<file path="src/rtl/core_pkg.sv">
// Shared types and default constants for the fetch sequencer of the monocycle core.
package core_pkg;

    typedef logic [31:0] addr_t;

    typedef enum logic [1:0] {
        BOOT   = 2'd0,
        FETCH  = 2'd1,
        ISSUE  = 2'd2,
        HALTED = 2'd3
    } seq_state_t;

    localparam addr_t RESET_PC_DEF = 32'h0000_4000;
    localparam addr_t TRAP_VEC_DEF = 32'h0000_0080;
    localparam addr_t PC_STEP_DEF  = 32'd4;

    // Instruction addresses are word aligned; the two low bits are never loaded into pc.
    function automatic addr_t align_word(input addr_t addr);
        return {addr[31:2], 2'b00};
    endfunction

endpackage

</file>
<file path="src/rtl/pc_next_mux.sv">
// Next-PC selection: trap vector beats jump, jump beats branch, branch beats sequential flow.
module pc_next_mux
    import core_pkg::*;
#(
    parameter addr_t TRAP_VEC = TRAP_VEC_DEF
) (
    input  logic        trap,
    input  logic        jump,
    input  logic [31:0] jump_target,
    input  logic        branch_taken,
    input  logic [31:0] branch_target,
    input  logic [31:0] pc_inc,
    output logic [31:0] next_pc
);

    always_comb begin
        next_pc = pc_inc;
        if (trap) begin
            next_pc = TRAP_VEC;
        end else if (jump) begin
            next_pc = align_word(jump_target);
        end else if (branch_taken) begin
            next_pc = align_word(branch_target);
        end
    end

endmodule

</file>
<file path="src/rtl/pc_sequencer.sv">
// Program counter owner and instruction-fetch sequencer: BOOT -> FETCH -> ISSUE loop, HALTED sink.
module pc_sequencer
    import core_pkg::*;
#(
    parameter addr_t RESET_PC     = RESET_PC_DEF,
    parameter addr_t TRAP_VEC     = TRAP_VEC_DEF,
    parameter addr_t PC_STEP      = PC_STEP_DEF,
    parameter addr_t RETIRED_INIT = 32'h0000_0000
) (
    input  logic        clk,
    input  logic        reset,
    input  logic        imem_ready,
    input  logic        stall,
    input  logic        branch_taken,
    input  logic [31:0] branch_target,
    input  logic        jump,
    input  logic [31:0] jump_target,
    input  logic        trap,
    input  logic        halt,
    output logic        imem_req,
    output logic [31:0] pc,
    output logic [31:0] pc_inc,
    output logic        instr_valid,
    output logic [31:0] retired_count,
    output logic        halted
);

    seq_state_t  state_q, state_d;
    logic [31:0] pc_q, pc_d;
    logic [31:0] retired_q, retired_d;
    logic [31:0] next_pc;
    logic [31:0] pc_inc_w;

    assign pc_inc_w = pc_q + PC_STEP;

    pc_next_mux #(
        .TRAP_VEC (TRAP_VEC)
    ) u_pc_next_mux (
        .trap          (trap),
        .jump          (jump),
        .jump_target   (jump_target),
        .branch_taken  (branch_taken),
        .branch_target (branch_target),
        .pc_inc        (pc_inc_w),
        .next_pc       (next_pc)
    );

    // Redirects only matter when an issued instruction actually leaves ISSUE.
    always_comb begin
        state_d   = state_q;
        pc_d      = pc_q;
        retired_d = retired_q;
        case (state_q)
            BOOT: begin
                state_d = FETCH;
            end
            FETCH: begin
                if (imem_ready) begin
                    state_d = ISSUE;
                end
            end
            ISSUE: begin
                if (!stall) begin
                    pc_d      = next_pc;
                    retired_d = retired_q + 32'd1;
                    state_d   = halt ? HALTED : FETCH;
                end
            end
            HALTED: begin
                state_d = HALTED;
            end
            default: begin
                state_d = BOOT;
            end
        endcase
    end

    always_ff @(posedge clk) begin
        if (reset) begin
            state_q   <= BOOT;
            pc_q      <= RESET_PC;
            retired_q <= RETIRED_INIT;
        end else begin
            state_q   <= state_d;
            pc_q      <= pc_d;
            retired_q <= retired_d;
        end
    end

    assign imem_req      = (state_q == FETCH);
    assign instr_valid   = (state_q == ISSUE);
    assign halted        = (state_q == HALTED);
    assign pc            = pc_q;
    assign pc_inc        = pc_inc_w;
    assign retired_count = retired_q;

endmodule

</file>
<file path="config.mk">
export PLATFORM = sky130hd
export DESIGN_NAME = pc_sequencer
export DESIGN_NICKNAME = d
export VERILOG_FILES = /design/src/rtl/core_pkg.sv /design/src/rtl/pc_next_mux.sv /design/src/rtl/pc_sequencer.sv
export SDC_FILE = /design/constraint.sdc
export NUM_CORES = 1
export LEC_CHECK = 0
export CORE_UTILIZATION = 39
export DETAILED_ROUTE_END_ITERATION = 8
export GPL_TIMING_DRIVEN = 0
export PLACE_DENSITY = 0.88
export SLEW_MARGIN = 20
export SYNTH_ARGS = -nofsm -noshare
export SYNTH_HDL_FRONTEND = slang
export SYNTH_SLANG_ARGS = --single-unit
</file>
<file path="constraint.sdc">
create_clock -name clk -period 1.97 [get_ports clk]
set_input_delay 0.394 -clock clk [delete_from_list [all_inputs] [get_ports clk]]
set_output_delay 0.394 -clock clk [all_outputs]
set_load 0.01 [all_outputs]
</file>
==> results of run 1 <==
area by class of cell:
cell class,count,area (µm²),share of cell area (%)
timing repair buffer,217,1970,28.6
clock inverter,5,56.3,0.818
multi-input combinational,408,2950,42.9
clock buffer,11,141,2.05
buffer,35,215,3.13
sequential,64,1340,19.4
tap,133,166,2.42
inverter,13,48.8,0.709
flip-flops by register name, indices dropped and copies added (netlist names):
name,flops
pc,30
retired_count,32
state_q,2
layer usage:
metal | vias up | global-route usage (%) | wire length, µm
met5 | - | 0 | 0
met2 | 366 | 54.8 | 8610
met3 | 80 | 9.56 | 1920
li1 | 2291 | - | -
met1 | 2446 | 32.3 | 6070
met4 | 0 | 16.8 | 840
cells in the mapped netlist (4+ instances only):
library cell | number | area, µm²
buf_4 | 4 | 30.0
mux2i_1 | 6 | 60.1
a21o_1 | 7 | 52.6
nor4_1 | 14 | 87.6
nand3_1 | 33 | 165
nand2_1 | 47 | 176
nand4_1 | 17 | 106
and4_1 | 5 | 43.8
and3_1 | 13 | 81.3
clkbuf_1 | 25 | 93.8
or3_1 | 7 | 43.8
inv_1 | 13 | 48.8
nor3_1 | 18 | 90.1
nor2_1 | 62 | 233
nor2b_1 | 6 | 37.5
o21ai_0 | 24 | 120
xor2_1 | 17 | 149
a22oi_1 | 12 | 90.1
buf_1 | 4 | 15.0
and2_1 | 6 | 37.5
dfxtp_1 | 64 | 1280
a22o_1 | 4 | 35.0
o22ai_1 | 6 | 37.5
a21oi_1 | 26 | 130
xnor2_1 | 35 | 307
cell families (layout without fill, tap and decap cells):
group	after synthesis	count (layout)	share of synthesized area (%)
XOR/XNOR	52	52	11.5
multiplexers	8	8	2.09
AO/OA/AOI/OAI	97	97	15.4
flip-flops	64	64	32.5
buffers and inverters	50	281	5.26
other	1	4	0.0951
AND/OR/NAND/NOR	245	245	32.4
adder cells (fa/ha/maj)	2	2	0.634
tightest hold or removal path: stages (launching register included):
cell	delay (ps)
dfxtp_1	350
nand2_1	70
a21oi_1	50
path summary, 6_finish.rpt:
check	start	end
worst min-delay path	retired_count[1]	retired_count[1]
worst max register to register	pc[8]	pc[19]
worst min register to register	retired_count[1]	retired_count[1]
worst max-delay path	pc[28]	pc_inc[31]
timing repair:
| item | 4_1_cts | 5_1_grt |
|---|---|---|
| endpoints found under the setup margin | 82 | 68 |
| resized for setup | 191 | 63 |
| buffers inserted | 34 | 26 |
| pin swaps | 36 | 33 |
| cloned | 0 | 0 |
| endpoints found under the hold margin | 0 | 0 |
power by group:
part | switching [W] | total (W) | internal, W
sequential | 0.0000234 | 0.00132 | 0.00129
combinational | 0.000183 | 0.000394 | 0.000211
clock | 0.000550 | 0.00117 | 0.000618
total | 0.000756 | 0.00288 | 0.00212
per-stage QoR:
stage | hold WS, ps | utilization [%] | setup slack (ps) | area (µm²) | instances
floorplan | 490 | - | 6.88 | 4050 | 522
global placement | 477 | 59.5 | -964 | 5820 | 815
detailed placement | 488 | 59.5 | -1030 | 5820 | 815
CTS | 502 | 66.9 | -551 | 6540 | 863
global route | 531 | 70.4 | -679 | 6880 | 886
finish | 512 | 70.4 | -637 | 6880 | 886
==> impl_metrics.yaml, run 1 <==
die:
  die_w_um: 103
  fp.coreArea_um2: 9770
  io_pins: 171
  design.die.area_um2: 10500
  start_util_pct: 40.4
  die_h_um: 103
  rows: 36
detailed_routing:
  routed-via-count: 5183
  antenna_left: 0
  vias_per_cell: 5.85
  drt_iter0_markers: 338
  dr.pass1.iters: 8
  post-route-drc-count: 0
  wirelength_um: 17400
  avgRoutedWirePerCell_um: 19.7
sta:
  max_slew_margin_pct: 54.1
  maxClockFrequency_mhz: 384
  min_period_ps: 2610
  period_share_pct: 132
  final_max_slew_viol_count: 0
  rsz0062_at_grt: "true"
  setup_ws_ps: -637
  worst_pin_slew_ps: 689
  final_hold_viol_count: 0
  fin_setup_tns_ps: -10450
  setup_viol: 26
  skew_ps: 7.34
placed_design:
  place.gp.congestion: 0.932
  detailed_place_hpwl_um: 11100
  numPortBuffers: 160
final_layout:
  fillCellCount: 727
  syn2layout_area_growth_pct: 74.5
  final_cell_mix: "clkdlybuf4s50_1 (131), nor2_1 (55), buf_4 (51)"
  antennaDiodeCount: 0
  final_common_cell: "clkdlybuf4s50_1"
  fin_nets: 822
  drive_gt1_share_pct: 28.8
pwr:
  p_per_area_nw_per_um2: 418
  leakagePower_nw: 2.91
  p_total_w: 0.00288
  vdd_drop_max_mv: 0.320
clock_tree:
  cts_hold_buf: 0
  cts_buffer_depth: 2
  insertion_delay_ps: 340
  cts.sinks: 64
  path_clk_slew_ps: 70
  htree_levels: 3
  cts_tree: "yes"
  cts_buffers: 9
  cts_root_buf: "clkbuf_8"
job:
  cap_violations: 0
worst_setup_path:
  rrSetupSlack_ps: -160
  crit_family: "simple AND/OR/NAND/NOR gates"
  critPathSlowestCell: "nor4_2"
  slowest_delay_ps: 500
  crit_top_cell: "nand4_1"
  cp-end-kind: "primary output"
  arrival_ps: 2210
  critPathBufInv: 1
  critPathKind: "reg -> out"
  cp-start-kind: "flop"
  cp_data_required_time_ps: 1580
  crit_chain: "nand4_1, nor4_2, nand4_1, xnor2_2, buf_2"
  r2r_cells: 7
  worst-path-max-fanout: 7
  crit_cells: 5
min_path:
  min_path_cells: 2
  hold_path_class: "reg -> reg"
yosys:
  synthCells: 519
  ys_dominant_reg_cell: "dfxtp_1"
  ys_seq_elements: 64
  ys_types: 53
  postSynthAreaPerCell_um2: 7.60
  synth_warnings: 0
  synthArstFlopShare_pct: 0
  syn_area_um2: 3950
  synth.yosys.seq_area_share_pct: 32.5
  synth_edf_count: 0
grt:
  grt_max_degree: 12
  track_usage_pct: 30.8
  overflow: 0
  antenna_found_initial: 0
  first_global_vias: 4986
  grt_pass1_wl_um: 24800
outcome:
  violations: "setup timing"
  status: "complete, but fails checks"
No activity file was read; power rests on OpenSTA's default activity.
==> run 2, diff against run 1 <==
--- a/config.mk
+++ b/config.mk
@@ -7,6 +7,7 @@
 export LEC_CHECK = 0
 export CORE_UTILIZATION = 39
 export DETAILED_ROUTE_END_ITERATION = 8
+export GPL_ROUTABILITY_DRIVEN = 0
 export GPL_TIMING_DRIVEN = 0
 export PLACE_DENSITY = 0.88
 export SLEW_MARGIN = 20
==> run 2 against run 1 <==
Against the previous run:
- the flow still finishes with violations (setup timing)
- count of clock-buffer cells in the layout down 2
- critical path depth up 2
- critical endpoint is now pc_inc[29]
- core utilization hardly changed
- fmax is 1.2% lower
- non-clock buffer count up 4
- register-to-register slack worse by 420 ps
- cell count is 0.45% higher
- sequential power barely moved
- routed wire length shrank 0.37%
==> impl_metrics.yaml, run 2 (synthesis results as in run 1) <==
sta:
  setup_viol: 36
  rsz0062_at_grt: "true"
  worst_pin_slew_ps: 754
  final_max_slew_viol_count: 0
  period_share_pct: 134
  skew_ps: 8.15
  maxClockFrequency_mhz: 379
  max_slew_margin_pct: 49.7
  min_period_ps: 2640
  setup_ws_ps: -669
  final_hold_viol_count: 0
  holdWs_ps: 509
grt:
  grt_pass1_wl_um: 24300
  grt-busiest-layer: "met2"
  use_met2_pct: 52.8
  use_met1_pct: 32.4
  overflow: 0
  grt_max_degree: 13
  use_met3_pct: 9.15
  track_usage_pct: 30.1
  antenna_found_initial: 0
  first_global_vias: 4794
final_layout:
  fin_nets: 826
  final_common_cell: "clkdlybuf4s50_1"
  antennaDiodeCount: 0
  final_cell_mix: "clkdlybuf4s50_1 (131), buf_4 (64), nor2_1 (55)"
  largest_reg_flops: 32
  syn2layout_area_growth_pct: 74.5
  drive_gt1_share_pct: 29.3
detailed_routing:
  post-route-drc-count: 0
  dr.pass1.iters: 6
  wirelength_um: 17400
  avgRoutedWirePerCell_um: 19.5
  antenna_left: 0
  vias_per_cell: 5.81
  routed-via-count: 5167
  drt_iter0_markers: 323
worst_setup_path:
  cp-end-kind: "primary output"
  worst-path-max-fanout: 5
  arrival_ps: 2250
  critPathKind: "reg -> out"
  cp-start-kind: "flop"
  cp_data_required_time_ps: 1580
clock_tree:
  cts.sinks: 64
  cts_buffers: 9
  htree_levels: 3
  cts_hold_buf: 0
  cts_buffer_depth: 2
  path_clk_slew_ps: 70
  cts_root_buf: "clkbuf_8"
  cts_tree: "yes"
  insertion_delay_ps: 350
pwr:
  leakagePower_nw: 2.93
  p_per_area_nw_per_um2: 436
  vdd_drop_max_mv: 0.397
die:
  design.die.area_um2: 10500
  io_pins: 171
  rows: 36
  die_w_um: 103
  fp.coreArea_um2: 9770
  die_h_um: 103
  start_util_pct: 40.4
outcome:
  violations: "setup timing"
  status: "complete, but fails checks"
job:
  cap_violations: 0
placed_design:
  numPortBuffers: 160
  detailed_place_hpwl_um: 10800
  post-place-ws_ps: -1020
min_path:
  hold_path_class: "reg -> reg"
-- run 2: layout make-up --
| class | count | area [µm²] |
|---|---|---|
| Tap cell | 133 | 166 |
| Fill cell | 722 | 2890 |
| Clock inverter | 7 | 95.1 |
| Timing Repair Buffer | 222 | 1980 |
| Buffer | 34 | 199 |
| Inverter | 13 | 48.8 |
| Sequential cell | 64 | 1340 |
| Clock buffer | 9 | 124 |
| Multi-Input combinational cell | 408 | 2940 |
-- run 2: repair_timing --
action                     in CTS  in global routing
gates resized for setup       183                 64
pin swaps                      38                 32
setup buffers                  43                 24
setup endpoints to repair      84                 67
-- run 2: where the power goes --
part | internal (W) | switching, W
combinational | 0.000214 | 0.000181
sequential | 0.00129 | 0.0000233
clock | 0.000714 | 0.000578
-- run 2: final timing paths --
| path | startpoint | end | slack (ps) | depth (start not counted) |
|---|---|---|---|---|
| worst min-delay path | retired_count[1] | retired_count[1] | 510 | 2 |
| worst max register to register | pc[5] | pc[27] | -580 | 13 |
| worst max-delay path | pc[5] | pc_inc[29] | -670 | 7 |
| worst min register to register | retired_count[1] | retired_count[1] | 510 | 2 |
-- run 2: metal layers --
metal  wire length, µm  up-vias
met1              5990     2423
met4               952        0
met2              8490      358
li1                  -     2297
met3              1930       89
met5                 0        -
-- run 2: worst max-delay path, stage by stage, from the launching register on --
cell and delay (ps):
dfxtp_4 350, nand4_1 230, clkbuf_8 240, nor4_4 310, buf_4 220, nand4_1 190, xnor2_1 200, buf_2 150
-- run 2: stage by stage --
stage / instances / TNS (ps) / total power (W) / util, % / cell area [µm²]
floorplan: 522 / 0 / 0.00149 / - / 4050
global route: 890 / -16780 / 0.00309 / 70.4 / 6890
detailed placement: 815 / -50940 / 0.00172 / 59.5 / 5820
finish: 890 / -14040 / 0.00300 / 70.4 / 6890
CTS: 872 / -9780 / 0.00297 / 67.2 / 6570
global placement: 815 / -47920 / 0.00171 / 59.5 / 5820
==> run 3, diff against run 2 <==
--- a/config.mk
+++ b/config.mk
@@ -5,11 +5,11 @@
 export SDC_FILE = /design/constraint.sdc
 export NUM_CORES = 1
 export LEC_CHECK = 0
-export CORE_UTILIZATION = 39
+export CORE_UTILIZATION = 40
 export DETAILED_ROUTE_END_ITERATION = 8
 export GPL_ROUTABILITY_DRIVEN = 0
 export GPL_TIMING_DRIVEN = 0
-export PLACE_DENSITY = 0.88
+export PLACE_DENSITY = 0.87
 export SLEW_MARGIN = 20
 export SYNTH_ARGS = -nofsm -noshare
 export SYNTH_HDL_FRONTEND = slang
==> constraint.sdc (replaced) <==
create_clock -name clk -period 3 [get_ports clk]
set_input_delay 0.6 -clock clk [delete_from_list [all_inputs] [get_ports clk]]
set_output_delay 0.6 -clock clk [all_outputs]
set_load 0.01 [all_outputs]
==> run 3 against run 2 <==
Against the previous run:
- the flow now finishes without violations
- clock power is 26% lower
- worst setup slack better by 730 ps
- combinational power shrank 39%
- clock skew rose by 4.3 ps
- largest power group is now the clock network
- sequential power is 34% lower
- first-iteration DRC count up 5.0%
- sequential share of layout area rose by 1.8 points
- via count down 9.5%
- power down 31%
- hold slack got worse by 4.8 ps
==> impl_metrics.yaml, run 3 (synthesis results as in run 1) <==
placed_design:
  detailed_place_hpwl_um: 10600
  dpl-instance-area_um2: 5720
  numPortBuffers: 160
  dp.cells: 811
  post-place-ws_ps: -97.8
pwr:
  p_per_area_nw_per_um2: 336
  internal_power_w: 0.00157
  p_total_w: 0.00206
  power_frac_seq_pct: 42.2
  power.share.clock_pct: 46.2
  vdd_drop_max_mv: 0.251
  pwr-share-comb_pct: 11.6
  leakagePower_nw: 2.45
  switching_share_pct: 23.8
  power_switching_w: 0.000491
die:
  die_w_um: 101
  die_h_um: 101
  design.die.area_um2: 10300
  rows: 35
  io_pins: 171
  start_util_pct: 41.9
  fp.coreArea_um2: 9420
worst_setup_path:
  r2r_end: "retired_count[31]"
  rr_startpoint: "state_q[1]"
  cp-end-kind: "primary output"
  rrSetupSlack_ps: 550
  r2r_cells: 6
  critPathKind: "reg -> out"
  worst-path-max-fanout: 4
  cp_data_required_time_ps: 2400
  cp-start-kind: "flop"
  cp-endpoint: "pc_inc[19]"
  cp-startpoint: "pc[8]"
  arrival_ps: 2340
job:
  cap_violations: 0
sta:
  skew_ps: 12.4
  final_hold_viol_count: 0
  min_period_ps: 2940
  worst_pin_slew_ps: 845
  setup_viol: 0
  final_max_slew_viol_count: 0
  rsz0062_at_grt: "true"
  maxClockFrequency_mhz: 340
  period_share_pct: 98.0
  max_slew_margin_pct: 43.5
  setup_ws_ps: 60.0
final_layout:
  final_common_cell: "clkdlybuf4s50_1"
  antennaDiodeCount: 0
  largest_reg_flops: 32
  instances_no_fill: 832
  postLayoutCoreUtil_pct: 65.1
  design_area_um2: 6130
  syn2layout_area_growth_pct: 55.3
  drive_gt1_share_pct: 10.2
  fin_nets: 772
  final_cell_mix: "clkdlybuf4s50_1 (143), nor2_1 (61), dfxtp_1 (54)"
detailed_routing:
  wirelength_um: 14600
  drt_iter0_markers: 339
  post-route-drc-count: 0
  avgRoutedWirePerCell_um: 17.5
  dr.pass1.iters: 7
  antenna_left: 0
  routed-via-count: 4675
  vias_per_cell: 5.62
clock_tree:
  insertion_delay_ps: 340
  cts_buffer_depth: 2
  cts.sinks: 64
  htree_levels: 3
  cts_buffers: 9
  path_clk_slew_ps: 70
  cts_tree: "yes"
  cts_root_buf: "clkbuf_8"
grt:
  track_usage_pct: 28.4
  grt_max_degree: 13
  overflow: 0
  first_global_vias: 4596
  grt_pass1_wl_um: 22800
  antenna_found_initial: 0
min_path:
  hold_path_class: "reg -> reg"
outcome:
  status: "completed"
## run 3: cell types whose count changed in the layout (fill, tap and decap cells not counted), moves of 9 or more
cell             change
dfxtp_4              -9
clkdlybuf4s50_1     +12
buf_4               -52
nor3_1               +9
buf_2               -24
dfxtp_1             +14
clkbuf_1            +10
## run 3: how the worst min path moves through the flow
stage / from / to / slack [ps] / cells after the start
floorplan: state_q[1] / state_q[1] / 500 / 2
global placement: retired_count[9] / retired_count[9] / 490 / 2
detailed placement: retired_count[9] / retired_count[9] / 500 / 2
CTS: retired_count[9] / retired_count[9] / 510 / 2
global route: retired_count[1] / retired_count[1] / 530 / 2
finish: retired_count[9] / retired_count[9] / 500 / 2
## run 3: stage by stage
| stage | hold WS (ps) | TNS, ps |
|---|---|---|
| floorplan | 502 | 0 |
| global placement | 490 | -260 |
| detailed placement | 497 | -339 |
| CTS | 505 | 0 |
| finish | 504 | 0 |
| global route | 533 | -75.7 |
## run 3: routing by layer
| layer | global-route usage (%) | vias to the layer above | share of wire (%) |
|---|---|---|---|
| met1 | 34.7 | 2210 | 41 |
| met4 | 15.1 | 0 | 3.2 |
| li1 | - | 2197 | - |
| met2 | 48.1 | 238 | 49 |
| met5 | 0 | - | 0 |
| met3 | 4.42 | 30 | 7.1 |
## run 3: repair_timing
| action | CTS | global route |
|---|---|---|
| setup endpoints to repair | 21 | 21 |
| cloned | 0 | 0 |
| pin swaps | 10 | 5 |
| resized for setup | 41 | 19 |
| hold buffers | 0 | 0 |
| buffers inserted | 8 | 1 |
## run 3: critical path, stage by stage (launching register included)
cell	delay [ps]
dfxtp_2	380
nand4_1	260
or4_4	580
o21a_1	200
or2_2	300
dlygate4sd2_1	290
## run 3: power groups by stage
stage / Sequential, W / Combinational, W / Clock, W
floorplan: 0.000889 / 0.0000892 / 0
global placement: 0.000889 / 0.000232 / 0
detailed placement: 0.000889 / 0.000236 / 0
CTS: 0.000870 / 0.000236 / 0.000958
global route: 0.000871 / 0.000253 / 0.00100
finish: 0.000869 / 0.000239 / 0.000951
## run 3: layout make-up
type / count / area (µm²)
fill: 768 / 3290
buffer: 33 / 159
multi-input combinational: 408 / 2550
tap: 129 / 161
timing repair buffer: 169 / 1660
clock inverter: 6 / 115
inverter: 13 / 48.8
sequential: 64 / 1300
clock buffer: 10 / 138
